**config.mk**
```make
export PLATFORM = sky130hd
export DESIGN_NAME = syn_input_arbiter_flat
export DESIGN_NICKNAME = d
export VERILOG_FILES = /design/src/rtl/syn_input_arbiter_if.sv /design/src/rtl/syn_input_arbiter.sv /design/src/flat_wrapper.sv
export SDC_FILE = /design/constraint.sdc
export NUM_CORES = 1
export LEC_CHECK = 0
export ABC_AREA = 1
export BUFFER_PORTS_ARGS = -buffer_cell sky130_fd_sc_hd__buf_2
export CAP_MARGIN = 20
export CORE_MARGIN = 10
export CORE_UTILIZATION = 30
export CTS_BUF_LIST = sky130_fd_sc_hd__clkbuf_2 sky130_fd_sc_hd__clkbuf_4 sky130_fd_sc_hd__clkbuf_8
export DETAILED_ROUTE_END_ITERATION = 12
export GPL_TIMING_DRIVEN = 0
export PLACE_DENSITY = 0.5
export SYNTH_ARGS = -nofsm -noshare
export SYNTH_HDL_FRONTEND = slang
export SYNTH_SLANG_ARGS = --single-unit
```
**constraint.sdc**
```tcl
create_clock -name clk -period 3.7 [get_ports clk]
set_clock_uncertainty 0.15 [all_clocks]
set_input_delay 0.74 -clock clk [delete_from_list [all_inputs] [get_ports clk]]
set_output_delay 0.74 -clock clk [all_outputs]
set_load 0.01 [all_outputs]
```
**src/rtl/syn_input_arbiter_if.sv**
```systemverilog
// Request/grant and synaptic-current bus between event sources, the arbiter
// and the neuron datapath.
interface syn_input_arbiter_if #(
    parameter int NREQ = 4,
    parameter int W    = 8
);
    logic [NREQ-1:0]   req;
    logic [NREQ*W-1:0] weight;
    logic [NREQ-1:0]   ack;
    logic [W-1:0]      i_syn;
    logic              i_syn_valid;
    logic              sat;

    // Event sources and the neuron side.
    modport master (
        output req,
        output weight,
        input  ack,
        input  i_syn,
        input  i_syn_valid,
        input  sat
    );

    // The arbiter itself.
    modport slave (
        input  req,
        input  weight,
        output ack,
        output i_syn,
        output i_syn_valid,
        output sat
    );
endinterface

```
**src/rtl/syn_input_arbiter.sv**
```systemverilog
// Round-robin arbiter that shares the neuron's single I_syn input among NREQ
// event sources. Granted weights are summed with saturation over a window
// of TSTEP enabled cycles, then presented as a one-cycle-valid sample.
module syn_input_arbiter #(
    parameter int NREQ  = 4,
    parameter int W     = 8,
    parameter int TSTEP = 16
) (
    input  logic                    clk,
    input  logic                    rst_n,
    input  logic                    en,
    syn_input_arbiter_if.slave      bus,
    output logic [7:0]              win_cnt
);

    localparam int           PW       = $clog2(NREQ);
    localparam logic [7:0]   WIN_LAST = 8'(TSTEP - 1);
    localparam logic [W-1:0] SAT_MAX  = '1;

    logic [PW-1:0] rr_ptr;
    logic [PW-1:0] gnt_idx;
    logic [PW-1:0] rr_next;
    logic          granted;
    logic [NREQ-1:0] ack_c;
    logic [W-1:0]  gnt_weight;
    logic [W:0]    sum_raw;
    logic          clip;
    logic [W-1:0]  sum_clip;

    logic [W-1:0]  acc;
    logic          sat_pend;
    logic [W-1:0]  i_syn_q;
    logic          sat_q;
    logic          valid_q;

    // Window timer runs down; the window closes on its terminal count.
    logic [7:0]    win_rem;
    logic          win_end;

    // Requester index 'off' positions past 'base', wrapping at NREQ so that
    // non-power-of-two requester counts rotate correctly.
    function automatic logic [PW-1:0] rr_index(input logic [PW-1:0] base, input int off);
        int j;
        j = int'(base) + off;
        if (j >= NREQ) begin
            j = j - NREQ;
        end
        return PW'(j);
    endfunction

    // Priority scan starting at the round-robin pointer; first request wins.
    // Reset is folded in so ack drops the instant rst_n asserts.
    always_comb begin
        granted = 1'b0;
        gnt_idx = '0;
        if (en && rst_n) begin
            for (int i = 0; i < NREQ; i++) begin
                if (!granted && bus.req[rr_index(rr_ptr, i)]) begin
                    granted = 1'b1;
                    gnt_idx = rr_index(rr_ptr, i);
                end
            end
        end
    end

    // One-hot grant and the pointer value that follows the winner.
    always_comb begin
        ack_c = '0;
        if (granted) begin
            ack_c[gnt_idx] = 1'b1;
        end
        if (gnt_idx == PW'(NREQ - 1)) begin
            rr_next = '0;
        end else begin
            rr_next = gnt_idx + PW'(1);
        end
    end

    // Saturating add of the granted weight into the running window sum.
    always_comb begin
        gnt_weight = granted ? bus.weight[gnt_idx*W +: W] : '0;
        sum_raw    = {1'b0, acc} + {1'b0, gnt_weight};
        clip       = sum_raw[W];
        sum_clip   = clip ? SAT_MAX : sum_raw[W-1:0];
    end

    assign win_end = (win_rem == 8'd0);
    assign win_cnt = WIN_LAST - win_rem;

    // Round-robin pointer advances past each winner; holds when idle.
    always_ff @(posedge clk or negedge rst_n) begin
        if (!rst_n) begin
            rr_ptr <= '0;
        end else if (en && granted) begin
            rr_ptr <= rr_next;
        end
    end

    // Window timer: counts down every enabled cycle and reloads at zero.
    always_ff @(posedge clk or negedge rst_n) begin
        if (!rst_n) begin
            win_rem <= WIN_LAST;
        end else if (en) begin
            if (win_end) begin
                win_rem <= WIN_LAST;
            end else begin
                win_rem <= win_rem - 8'd1;
            end
        end
    end

    // Accumulator and sticky clip flag; both clear when the window closes so
    // a grant in the closing cycle lands in the outgoing sample only.
    always_ff @(posedge clk or negedge rst_n) begin
        if (!rst_n) begin
            acc      <= '0;
            sat_pend <= 1'b0;
        end else if (en) begin
            if (win_end) begin
                acc      <= '0;
                sat_pend <= 1'b0;
            end else begin
                acc      <= sum_clip;
                sat_pend <= sat_pend | clip;
            end
        end
    end

    // Output sample register: captured at window end, valid for one cycle.
    always_ff @(posedge clk or negedge rst_n) begin
        if (!rst_n) begin
            i_syn_q <= '0;
            sat_q   <= 1'b0;
            valid_q <= 1'b0;
        end else if (en && win_end) begin
            i_syn_q <= sum_clip;
            sat_q   <= sat_pend | clip;
            valid_q <= 1'b1;
        end else begin
            valid_q <= 1'b0;
        end
    end

    assign bus.ack         = ack_c;
    assign bus.i_syn       = i_syn_q;
    assign bus.sat         = sat_q;
    assign bus.i_syn_valid = valid_q;

endmodule

```
**src/flat_wrapper.sv**
```systemverilog
// flat-port wrapper written by rule: the top's interface ports become plain ports
module syn_input_arbiter_flat 
#(
    parameter int NREQ  = 4,
    parameter int W     = 8,
    parameter int TSTEP = 16
)
  (clk, rst_n, en, win_cnt, bus_req, bus_weight, bus_ack, bus_i_syn, bus_i_syn_valid, bus_sat);
  syn_input_arbiter_if #(.NREQ(NREQ), .W(W)) bus_i ();
  input  logic clk;
  input  logic rst_n;
  input  logic en;
  output logic [7:0] win_cnt;
  input wire logic [$bits(bus_i.req)-1:0] bus_req;
  input wire logic [$bits(bus_i.weight)-1:0] bus_weight;
  output wire logic [$bits(bus_i.ack)-1:0] bus_ack;
  output wire logic [$bits(bus_i.i_syn)-1:0] bus_i_syn;
  output wire logic [$bits(bus_i.i_syn_valid)-1:0] bus_i_syn_valid;
  output wire logic [$bits(bus_i.sat)-1:0] bus_sat;
  assign bus_i.req = bus_req;
  assign bus_i.weight = bus_weight;
  assign bus_ack = bus_i.ack;
  assign bus_i_syn = bus_i.i_syn;
  assign bus_i_syn_valid = bus_i.i_syn_valid;
  assign bus_sat = bus_i.sat;
  syn_input_arbiter #(.NREQ(NREQ), .W(W), .TSTEP(TSTEP)) u_core (.clk(clk), .rst_n(rst_n), .en(en), .bus(bus_i), .win_cnt(win_cnt));
endmodule
```
== Word level (Yosys, flattened, before mapping) ==
Cells that the tools add are included.

* Mux-type cells: 39
* $add $sub $neg: 11
* Equality and inequality tests: 1
* Bitwise logic cells: 1
* $lt $le $gt $ge: 10
* Reductions and logical operators: 11
* Shifts and indexed selects: 1

{| class="wikitable"
|+ Operators by type and width
! operator !! count
|-
| 2-to-1 mux 8 bit || 4
|-
| indexed part select 32 x 6 -> 8 bit || 1
|-
| 2-to-1 mux 2 bit || 14
|-
| less-than comparator 2 x 3 -> 1 bit, second input constant || 5
|-
| 2-to-1 mux 1 bit || 15
|-
| adder 8 x 8 -> 9 bit || 1
|-
| >= comparator 3 bit, second input constant || 3
|-
| binary-select mux 1 bit (select 2 bit) || 4
|-
| logical NOT 8 bit || 1
|-
| subtractor 2 x 1 -> 2 bit, second input constant || 4
|-
| subtractor 4 x 8 -> 8 bit, first input constant || 1
|-
| subtractor 8 x 1 -> 8 bit, second input constant || 1
|-
| logical AND 1 bit || 7
|-
| adder 2 x 2 -> 3 bit, second input constant || 2
|-
| 2-to-1 mux 4 bit || 1
|-
| adder 2 x 1 -> 3 bit, second input constant || 1
|-
| >= comparator 2 x 3 -> 1 bit, second input constant || 1
|-
| logical NOT 1 bit || 3
|-
| adder 2 x 1 -> 2 bit, second input constant || 1
|-
| demux 1 bit (select 2 bit) || 1
|-
| == test 2 bit, second input constant || 1
|-
| >= comparator 2 x 1 -> 1 bit, second input constant || 1
|-
| bitwise OR 1 bit || 1
|}

* Output and inout port bits: 22
* Input port bits: 39
* Bits in registers: 29

== Longest topological paths before layout ==
Gate-level depths: netlist (run 1).

* Depth in word-level cells: 24
* Gate-level depth with buffers: 27

== Least setup slack after synthesis (run 1) ==
OpenSTA, ideal clock, no wires.

* Path type: in2reg
* Start: in bus_req[3]
* End: reg u_core.acc[5]
* Setup slack: 0.272 ns
* Buffers on the path: 1
* Data required time: 3.433 ns
* Cell stages on the path: 23
* Library setup time: 0.117 ns
* Arrival time: 3.162 ns
* Path through: inv_1 nand2_1 nand3_1 nand2_2 nor2_4 nand3_2 nand2_4 inv_4 nand2_8 buf_6 nor2_1 nor2_1 nor2_1 ha_1 fa_1 nand3_1 nand3_1 nand4_1 nand2_1 clkinv_1 o21ai_0 nand2_1 nand2_1

* Cells in the longest elaborated chain, start to end: 21
* Elaborated cells between the ends (all ways): 32
* Classes of those cells: add/sub (1); shift (1); mux (24); reduce/logical (6)

{| class="wikitable"
|+ RTL lines
! what !! line !! source
|-
| from (decl) || flat_wrapper.sv:14 || <nowiki>input wire logic [$bits(bus_i.req)-1:0] bus_req;</nowiki>
|-
| binary-select mux 1 bit (select 2 bit) || syn_input_arbiter.sv:58 || <nowiki>if (!granted && bus.req[rr_index(rr_ptr, i)]) begin</nowiki>
|-
| 2-to-1 mux 1 bit (implied by the code) || syn_input_arbiter.sv:58 ||
|-
| 2-to-1 mux 1 bit || syn_input_arbiter.sv:58 ||
|-
| 2-to-1 mux 1 bit || syn_input_arbiter.sv:56 || <nowiki>if (en && rst_n) begin</nowiki>
|-
| logical NOT 1 bit || syn_input_arbiter.sv:58 ||
|-
| logical AND 1 bit || syn_input_arbiter.sv:58 ||
|-
| 2-to-1 mux 1 bit || syn_input_arbiter.sv:58 ||
|-
| 2-to-1 mux 1 bit || syn_input_arbiter.sv:56 ||
|-
| (+5 left out) || -- ||
|-
| logical AND 1 bit || syn_input_arbiter.sv:58 ||
|-
| 2-to-1 mux 2 bit || syn_input_arbiter.sv:58 ||
|-
| 2-to-1 mux 2 bit || syn_input_arbiter.sv:56 ||
|-
| indexed part select 32 x 6 -> 8 bit || syn_input_arbiter.sv:81 || <nowiki>gnt_weight = granted ? bus.weight[gnt_idx*W +: W] : '0;</nowiki>
|-
| 2-to-1 mux 8 bit (*) || syn_input_arbiter.sv:81 ||
|-
| adder 8 x 8 -> 9 bit (*) || syn_input_arbiter.sv:82 || <nowiki>sum_raw = {1'b0, acc} + {1'b0, gnt_weight};</nowiki>
|-
| 2-to-1 mux 8 bit (*) || syn_input_arbiter.sv:84 || <nowiki>sum_clip = clip ? SAT_MAX : sum_raw[W-1:0];</nowiki>
|-
| 2-to-1 mux 8 bit (*) || syn_input_arbiter.sv:119 || <nowiki>if (win_end) begin</nowiki>
|-
| to (signal assigned) || syn_input_arbiter.sv:123 || <nowiki>acc <= sum_clip;</nowiki>
|-
| to (decl) || syn_input_arbiter.sv:30 || <nowiki>logic [W-1:0] acc;</nowiki>
|}

Every way passes the cells marked *; elsewhere a longest branch is shown, timed or not. The select of a mux whose other input is x is not followed.
A chain may end at the register's enable or synchronous reset.

== Final worst setup path (run 1) ==
* Start: in bus_req[1]
* End: reg u_core.acc[5]

The elaborated chain is that of the path after synthesis.

==> results of run 1 <==
-- registers in the layout, indices dropped and copies added (netlist names) --
register	count
u_core.sat_pend	1
u_core.bus.i_syn	8
u_core.bus.sat	1
u_core.bus.i_syn_valid	1
u_core.rr_ptr	2
u_core.win_rem	8
u_core.acc	8
-- cell type report --
type | instances | area share [%]
plain buffers | 8 | 2.14
clock buffers | 7 | 3.30
clock inverters | 1 | 0.171
inverters | 49 | 6.72
multi-input cells | 266 | 47.0
flip-flops and latches | 29 | 25.0
well taps | 99 | 4.24
repair buffers | 64 | 11.4
-- metrics by stage --
step                      total power (W)  setup TNS [ps]  hold slack, ps  cell area (µm²)
final                             0.00211               0             238             2920
after global routing              0.00233           -31.0             257             2920
after CTS                         0.00207               0             245             2850
after detailed placement          0.00177           -7710             319             2740
after global placement            0.00176           -8070             314             2740
after floorplan                   0.00143               0             294             2320
-- report_power, final --
part / internal (W) / switching [W]
clock network: 0.000168 / 0.000121
logic: 0.000489 / 0.000770
registers: 0.000468 / 0.0000961
total: 0.00112 / 0.000987
-- cells by family after synthesis --
kind of cell | after synthesis
compound gates | 34
xor+xnor | 6
fa+ha+maj | 15
buf+inv | 57
flops | 29
simple gates | 211
-- path summary, 6_finish.rpt --
check	startpoint	cells after the start	slack (ps)	endpoint
worst max-delay path	bus_req[1]	24	290	u_core.acc[5]
worst min-delay path	rst_n	1	240	u_core.bus.i_syn[2]
worst max register to register	u_core.rr_ptr[1]	24	300	u_core.acc[5]
worst min register to register	u_core.bus.i_syn[7]	2	330	u_core.bus.i_syn[7]
max in group asynchronous	rst_n	1	2830	u_core.win_rem[1]
min in group clk	u_core.bus.i_syn[7]	2	330	u_core.bus.i_syn[7]
-- layer usage --
| metal | up-vias | GRT usage, % |
|---|---|---|
| met5 | - | 0 |
| met3 | 12 | 3.41 |
| met4 | 0 | 3.24 |
| li1 | 1246 | - |
| met1 | 1070 | 12.4 |
| met2 | 41 | 18.5 |
-- cell usage in the layout (no fill, tap or decap), types with 2 or more instances in the layout --
cell and n:
nand4_1 3, nor2_1 46, inv_4 3, buf_2 61
nand3_2 4, nand2_4 2, nand3_1 26, buf_4 6
dfstp_2 4, nand2_1 113, o21ai_0 16, o21ai_1 2
clkbuf_8 7, inv_2 3, xor2_1 4, xnor2_1 2
nor3_1 5, buf_6 2, inv_1 42, clkbuf_1 2
nand2_2 8, a21oi_1 7, a31oi_1 5, dfrtp_1 25
ha_1 13
-- timing repair --
item,4_1_cts,5_1_grt
hold buffers,0,0
pin swaps,0,4
endpoints found under the setup margin,18,18
setup buffers,0,4
gates resized for setup,3,15
==> impl_results.md, run 1 <==
* Status: finished, final reports clean
* Distinct cell type count after synthesis at 32
* DR iter-0 viols at 82
* All-layer global routing usage at 10.8%
* Worst Path Required at 3720 ps
* Vias in the first global route at 2,361
* DIE AREA at approximately 12,000 µm²
* Placed cells at ~510
* Main synth FF type: dfrtp_1
* Yosys Warn Count at 0
* # H-tree levels at 2
* Synth cell count leaders: nand2_1 (116), nor2_1 (46), inv_1 (42)
* Total CTS buffers at 5
* Slowest cell on crit path: a221oi_1
* Cell with the most instances after synthesis: nand2_1
* Area share of the largest cell type after synthesis at between 20 and 30%
* Crit-path leading delay family: simple AND/OR/NAND/NOR gates
* Final ANT Viol Nets at 0
* Vias at 2,369
* Worst slew pin tran at 481 ps
* Sequential fraction of the synthesis area at a little under a third
* Clock Path Buffers at 2
* Setup CP Type: in -> reg
* Met1 wire length at 2880 µm
* Simple-gate portion of the synthesized area at between 30% and 40%
* Synthesized area per cell at about 6.6 µm²
* Footprint of the multi-input gates at 1380 µm²
* I/O pin count at 61
* Pleak at ~1.7 nW
* Clk_lat worst skew at 280 ps
* CP cell instances: buf_2 -> inv_1 -> nand2_1 -> nand3_1 -> nand2_2 -> nor2_4 -> nand3_2 -> nand2_4 -> inv_4 -> nand2_8 -> buf_6 -> nand2_1 -> nand3_1 -> nand2_1 -> nor2_1 -> ha_1 -> inv_1 -> o21ai_0 -> a221oi_1 -> nand2_2 -> inv_4 -> o21ai_1 -> nand2_1 -> nand2_1
* Final WL at around 6300 µm
* Final setup fails at 0
* Yosys reg bits at 29
* Die Wd at 108 µm
* Synth Instances at 352
* Buffers added on ports at 60
* Initial core utilization at 31.4%
* Post-route insts no fill at 523
* Gpl congestion at 0.852
* Worst slew margin at 67.8%
* Pre-CTS WS at -605 ps
* Mux contribution to synthesized area at 0%
* Pwr dens at 722 nW/µm²
* ANT cells at 0
* Biggest area consumer among synthesized cells: dfrtp_1
* Critical path buffer and inverter count at 6
* Maximum clock frequency at a little under 0.3 GHz
* Final core utilization at 39.7%
* Core area at about 7400 µm²
* CP max FO at 10
* Worst Hold Class: in -> async
* Initial antenna violation count at 0
* Max-cap violations at 0
* Adder-cell share of the synthesized area at ~8.4%
* Total grt overflow at 0
* Slew Viols, Final at 0
* CP peak stage delay at about 290 ps
* Critical Path Sink Type: register
* Synthesized area at approximately 2300 µm²
* Crit share post-route at 92.2%
* Wire length on met3 at 293 µm
* Minimum clock period at 3410 ps
* Data arrival, critical path at 3430 ps
* Synth Area in XOR/XNOR at around 2.3%
* Root buf cell: clkbuf_8
* Fill cell count at 810
* Endpoints failing hold at 0
* Nets at 477
* Num Clock Sinks at 29
* Fraction of final layout cells sized beyond drive strength 1 at approximately 26%
* Largest net degree at the start of global routing at 31
* DR vias/cell at 4.53
* CP startpoint kind: input port
* Global-route wire length before repair at roughly 10,000 µm
* Maximum vdd drop at 289 µV
* CTS tree: done
* Die Y at 108 µm
* DP Wirelength at ~5000 µm
* DR top layer: met4
* Clock transition at path regs at 60 ps
* FF/Latch Area at 731 µm²
* Area growth syn-to-layout at 26.1%
* Post-synth ARST share at 100%
* EDFF count, synth at 0
* Syn_nets at 406
* Largest family of logic cells by synthesized area: simple AND/OR/NAND/NOR gates
* Rows at 31
* Synth area leaders: dfrtp_1 (27%), nand2_1 (19%), ha_1 (7.6%)
* Wire length per cell at 12.1 µm
* Worst Slack Setup Final at 289 ps
* Post-synthesis compound-gate area fraction at 8.21%
* # DRC at 0
* TritonRoute pass-1 iters at 5
* Metal2 WL at about 3100 µm
* Most frequent CP cell: nand2_1
(Power assumes the default switching activity.)
==> inputs of run 2 (changes only) <==
--- a/config.mk
+++ b/config.mk
@@ -12,7 +12,6 @@
 export CORE_UTILIZATION = 30
 export CTS_BUF_LIST = sky130_fd_sc_hd__clkbuf_2 sky130_fd_sc_hd__clkbuf_4 sky130_fd_sc_hd__clkbuf_8
 export DETAILED_ROUTE_END_ITERATION = 12
-export GPL_TIMING_DRIVEN = 0
 export PLACE_DENSITY = 0.5
 export SYNTH_ARGS = -nofsm -noshare
 export SYNTH_HDL_FRONTEND = slang
==> impl_results.md, run 2 (same netlist as run 1, synthesis figures left out) <==
* Maximum clock frequency at between 0.2 and 0.3 GHz
* Final setup fails at 0
* Most frequent cells in the layout: nand2_1 (116), buf_2 (60), nor2_1 (44)
* Cts hold-fix bufs at 0
* Nets at 488
* Num Clock Sinks at 29
* Maximum vdd drop at ~340 µV
* TritonRoute pass-1 iters at 4
* Post-route insts no fill at 534
* Data arrival, critical path at 3360 ps
* CP peak stage delay at roughly 480 ps
* Pleak at 1.70 nW
* Vias in the first global route at 2,453
* Fill cell count at between 800 and 900
* Max-cap violations at 0
* Clock Path Buffers at 2
* Worst Slack Setup Final at 305 ps
* Worst Path Required at 3670 ps
* Initial antenna violation count at 0
* CP max FO at 19
* Rows at 31
* Crit share post-route at 91.8%
* Unrepaired setup endpoints after global routing: false
* All-layer global routing usage at 11.5%
* Gpl congestion at 0.824
* Critical Path Sink Type: register
* Total CTS buffers at 5
* DR vias/cell at 4.45
* Placed cells at 523
* Wire length on met3 at ~240 µm
* Pwr dens at 727 nW/µm²
* Wire length per cell at 12.0 µm
* Most common cell after layout, fill and taps aside: nand2_1
* Clock transition at path regs at 70 ps
* Final ANT Viol Nets at 0
* TNS Setup at 0 ps
* Root buf cell: clkbuf_8
* Vias at 2,376
* CP cell instances: buf_4 -> nand2_1 -> nand3_1 -> nand2_1 -> inv_1 -> nand3_2 -> nand2_4 -> inv_8 -> nand2_8 -> buf_4 -> nand2_1 -> nand2_1 -> nor2_1 -> nor2_1 -> ha_1 -> inv_2 -> o21ai_0 -> a221oi_1 -> nand2_1 -> inv_2 -> buf_4 -> a31oi_1
* Area growth syn-to-layout at 28.8%
* Largest net degree at the start of global routing at 30
* Met1 wire length at 2990 µm
* Setup CP Type: reg -> reg
* Most frequent CP cell: nand2_1
* Pre-CTS WS at -85.4 ps
* # H-tree levels at 2
* Worst Hold Class: reg -> reg
* Die Wd at 108 µm
* Endpoints failing hold at 0
* Worst slew margin at between 30% and 40%
* DIE AREA at 11,600 µm²
* Initial core utilization at 31.4%
* # DRC at 0
* Status: finished, final reports clean
* Total grt overflow at 0
* Die Y at 108 µm
* Clk_lat worst skew at 290 ps
* DR iter-0 viols at between 90 and 100
* ANT cells at 0
* Final WL at 6400 µm
* CP startpoint kind: register
* Metal2 WL at about 3100 µm
* Minimum clock period at between 3000 and 4000 ps
* CTS tree: done
* DP Wirelength at 5270 µm
* Slowest cell on crit path: dfrtp_2
* Fraction of final layout cells sized beyond drive strength 1 at 27.8%
* I/O pin count at 61
* Slew Viols, Final at 0
* Worst slew pin tran at 957 ps
* Core area at 7370 µm²
* DR top layer: met4
* Buffers added on ports at 60
* Global-route wire length before repair at 11,000 µm
[run 2: cell count changes in the layout (fill, tap and decap cells not counted), moves of 3 or more]
cell | before | now
nand2_2 | 8 | 5
buf_4 | 6 | 23
nand3_1 | 26 | 29
nand2_1 | 113 | 116
nand3_2 | 4 | 1
[run 2: stage by stage]
stage               instance area [µm²]  total power (W)  util [%]  hold WS (ps)
floorplan                          2320          0.00143         -           294
global placement                   2830          0.00185      38.4           314
detailed placement                 2830          0.00186      38.4           323
CTS                                2930          0.00216      39.8           338
global route                       2990          0.00242      40.5           356
finish                             2990          0.00217      40.5           332
[run 2: path summary, 6_finish.rpt]
path	startpoint	end	slack [ps]	cells past startpoint
min reg2reg	u_core.bus.i_syn[1]	u_core.bus.i_syn[1]	330	2
min in group asynchronous	rst_n	u_core.bus.sat	380	2
min	u_core.bus.i_syn[1]	u_core.bus.i_syn[1]	330	2
max reg2reg	u_core.rr_ptr[0]	u_core.bus.i_syn[4]	310	22
max in group asynchronous	rst_n	u_core.win_rem[0]	2700	2
max	u_core.rr_ptr[0]	u_core.bus.i_syn[4]	310	22
[run 2: metal layers]
layer / vias to the layer above / global-route usage (%)
li1: 1269 / -
met1: 1056 / 14.3
met2: 43 / 19.1
met3: 8 / 2.99
met4: 0 / 3.24
met5: - / 0
[run 2: worst max-delay path: cells and delay by family, from the launching register on]
kind                       cells  cell delay (ps)
and+or+nand+nor               11             1010
buffers and inverters          7              890
AOI/OAI and AO/OA              3              480
DFF                            1              480
adders and majority gates      1              220
[run 2: final cells by class]
type,instances,area (µm²),share of cell area [%]
Clock buffer,7,96.3,3.23
Clock inverter,1,5.00,0.168
Inverter,49,199,6.66
Multi-Input combinational cell,266,1360,45.4
Sequential cell,29,733,24.6
Tap cell,99,124,4.15
Timing Repair Buffer,83,473,15.8
[run 2: report_power, final]
group,switching [W],total (W),internal [W]
Combinational,0.000764,0.00130,0.000537
Clock,0.000126,0.000294,0.000168
Sequential,0.000106,0.000576,0.000470
Total,0.000997,0.00217,0.00117
[run 2: what timing repair did]
| action | 4_1_cts | 5_1_grt |
|---|---|---|
| setup buffers | 0 | 3 |
| gates resized for setup | 0 | 15 |
| endpoints found under the setup margin | 0 | 18 |
==> inputs of run 3 (changes only) <==
--- a/config.mk
+++ b/config.mk
@@ -8,11 +8,14 @@
 export ABC_AREA = 1
 export BUFFER_PORTS_ARGS = -buffer_cell sky130_fd_sc_hd__buf_2
 export CAP_MARGIN = 20
+export CELL_PAD_IN_SITES_DETAIL_PLACEMENT = 0
+export CELL_PAD_IN_SITES_GLOBAL_PLACEMENT = 1
 export CORE_MARGIN = 10
 export CORE_UTILIZATION = 30
 export CTS_BUF_LIST = sky130_fd_sc_hd__clkbuf_2 sky130_fd_sc_hd__clkbuf_4 sky130_fd_sc_hd__clkbuf_8
 export DETAILED_ROUTE_END_ITERATION = 12
-export PLACE_DENSITY = 0.5
+export PLACE_DENSITY = 0.68
+export REMOVE_ABC_BUFFERS = 1
 export SYNTH_ARGS = -nofsm -noshare
 export SYNTH_HDL_FRONTEND = slang
 export SYNTH_SLANG_ARGS = --single-unit
==> impl_results.md, run 3 (same netlist as run 1, synthesis figures left out) <==
* Critical path buffer and inverter count at 6
* All-layer global routing usage at 11.2%
* CP peak stage delay at 440 ps
* Pleak at 1.68 nW
* DR vias/cell at 4.51
* Switching share of total power at 46.5%
* TNS Setup at 0 ps
* Setup CP Type: reg -> reg
* Final WL at 6600 µm
* Unrepaired setup endpoints after global routing: false
* DP Wirelength at between 5000 and 6000 µm
* Most frequent cells in the layout: nand2_1 (115), buf_2 (60), nor2_1 (46)
* Final core utilization at ~40%
* Data arrival, critical path at 3360 ps
* Die Wd at around 110 µm
* Largest net degree at the start of global routing at 30
* Wire length per cell at roughly 12 µm
* Critical Path Sink Type: register
* Final setup fails at 0
* Minimum clock period at 3390 ps
* Nets at 484
* DIE AREA at 11,600 µm²
* Clock transition at path regs at approximately 60 ps
* Final ANT Viol Nets at 0
* Initial antenna violation count at 0
* Crit-path leading delay family: simple AND/OR/NAND/NOR gates
* Buffers added on ports at 60
* Total grt overflow at 0
* CP cell instances: clkbuf_2 -> nand2_1 -> nand2_1 -> nor2_1 -> nor2_1 -> nand3_2 -> nand2_4 -> inv_4 -> buf_4 -> nand3_1 -> nand3_1 -> nand2_1 -> nor2_1 -> ha_1 -> inv_1 -> o21ai_0 -> a221oi_1 -> nand2_2 -> inv_2 -> buf_4 -> a31oi_1
* I/O pin count at 61
* Gate power share at between 60% and 70%
* Max-cap violations at 0
* CTS tree: done
* TritonRoute pass-1 iters at 4
* Pwr dens at between 700 and 800 nW/µm²
* Global-route wire length before repair at 10,800 µm
* Num Clock Sinks at 29
* Initial core utilization at a little under a third
* Maximum vdd drop at 236 µV
* Most common cell after layout, fill and taps aside: nand2_1
* Vias at 2,388
* Slowest cell on crit path: dfrtp_2
* Total power at ~0.0022 W
* Slew Viols, Final at 0
* Die Y at ~110 µm
* Switching Power at 0.00100 W
* Worst Hold Class: reg -> reg
* Clock Power Share at 13.3%
* Part of the power in registers at 26.5%
* Fill cell count at 850
* Endpoints failing hold at 0
* Core area at roughly 7400 µm²
* Total CTS buffers at 5
* Maximum clock frequency at 0.295 GHz
* Clk_lat worst skew at 280 ps
* Rows at 31
* Status: finished, final reports clean
* CP max FO at 14
* Power Internal at about 0.0012 W
* Area growth syn-to-layout at 27.0%
* WHS at 329 ps
* Crit share post-route at 91.7%
* Vias in the first global route at 2,358
* CP startpoint kind: register
* # H-tree levels at 2
* Clock Path Buffers at 2
* ANT cells at 0
* Worst Path Required at 3670 ps
* Gpl congestion at between 0.8 and 0.9
* DR iter-0 viols at 68
* Root buf cell: clkbuf_8
* Worst slew margin at 39.1%
* Cts hold-fix bufs at 0
* Fraction of final layout cells sized beyond drive strength 1 at 26.5%
* # DRC at 0
* Worst slew pin tran at about 910 ps
run 3: changes by cell type in the layout (fill, tap and decap cells not counted), sizes merged:
cell / before / now
nand2: 124 / 125
buf: 83 / 77
clkbuf: 7 / 9
clkinv: 1 / 0
run 3: power groups by stage:
stage | clock, W | sequential (W) | combinational (W)
detailed placement | 0 | 0.000584 | 0.00124
finish | 0.000288 | 0.000572 | 0.00130
floorplan | 0 | 0.000581 | 0.000814
CTS | 0.000293 | 0.000580 | 0.00124
global route | 0.000307 | 0.000592 | 0.00149
global placement | 0 | 0.000586 | 0.00123
run 3: path summary, 6_finish.rpt:
| kind | end | slack (ps) | depth (start not counted) | start |
|---|---|---|---|---|
| max in group asynchronous | u_core.win_rem[1] | 2690 | 2 | rst_n |
| hold / removal | u_core.bus.i_syn[5] | 330 | 2 | u_core.bus.i_syn[5] |
| setup / recovery | u_core.bus.i_syn[4] | 310 | 21 | u_core.rr_ptr[0] |
| setup reg to reg | u_core.bus.i_syn[4] | 310 | 21 | u_core.rr_ptr[0] |
| hold reg to reg | u_core.bus.i_syn[5] | 330 | 2 | u_core.bus.i_syn[5] |
| min in group asynchronous | u_core.acc[6] | 380 | 2 | rst_n |
run 3: cell type report:
class / count / area, µm² / area share (%)
clock buffer: 8 / 97.6 / 3.32
inverter: 49 / 191 / 6.51
multi-input combinational: 267 / 1370 / 46.4
tap: 99 / 124 / 4.21
timing repair buffer: 78 / 433 / 14.7
sequential: 29 / 732 / 24.9
run 3: layer usage:
metal,global-route usage (%),wire length [µm],vias up
met5,0,0,-
met2,19.4,3210,38
met4,2.58,46,0
met1,13.3,3070,1085
li1,-,-,1258
met3,3.11,277,7
run 3: per-stage QoR:
| stage | area, µm² | std cells | worst slack, ps |
|---|---|---|---|
| 2_1_floorplan | 2260 | 344 | 289 |
| 3_3_place_gp | 2780 | 516 | -41.9 |
| 3_5_place_dp | 2780 | 516 | -67.2 |
| 4_1_cts | 2880 | 524 | 159 |
| 5_1_grt | 2940 | 530 | 1.97 |
| 6_report | 2940 | 530 | 308 |
run 3: what timing repair did:
item / in CTS / in global routing
buffers inserted: 0 / 5
setup endpoints to repair: 0 / 18
gates resized for setup: 0 / 8
run 3: tightest hold or removal path, stage by stage (launching register included):
cell	delay [ps]
dfrtp_1	340
nand2_1	50
nand2_1	50
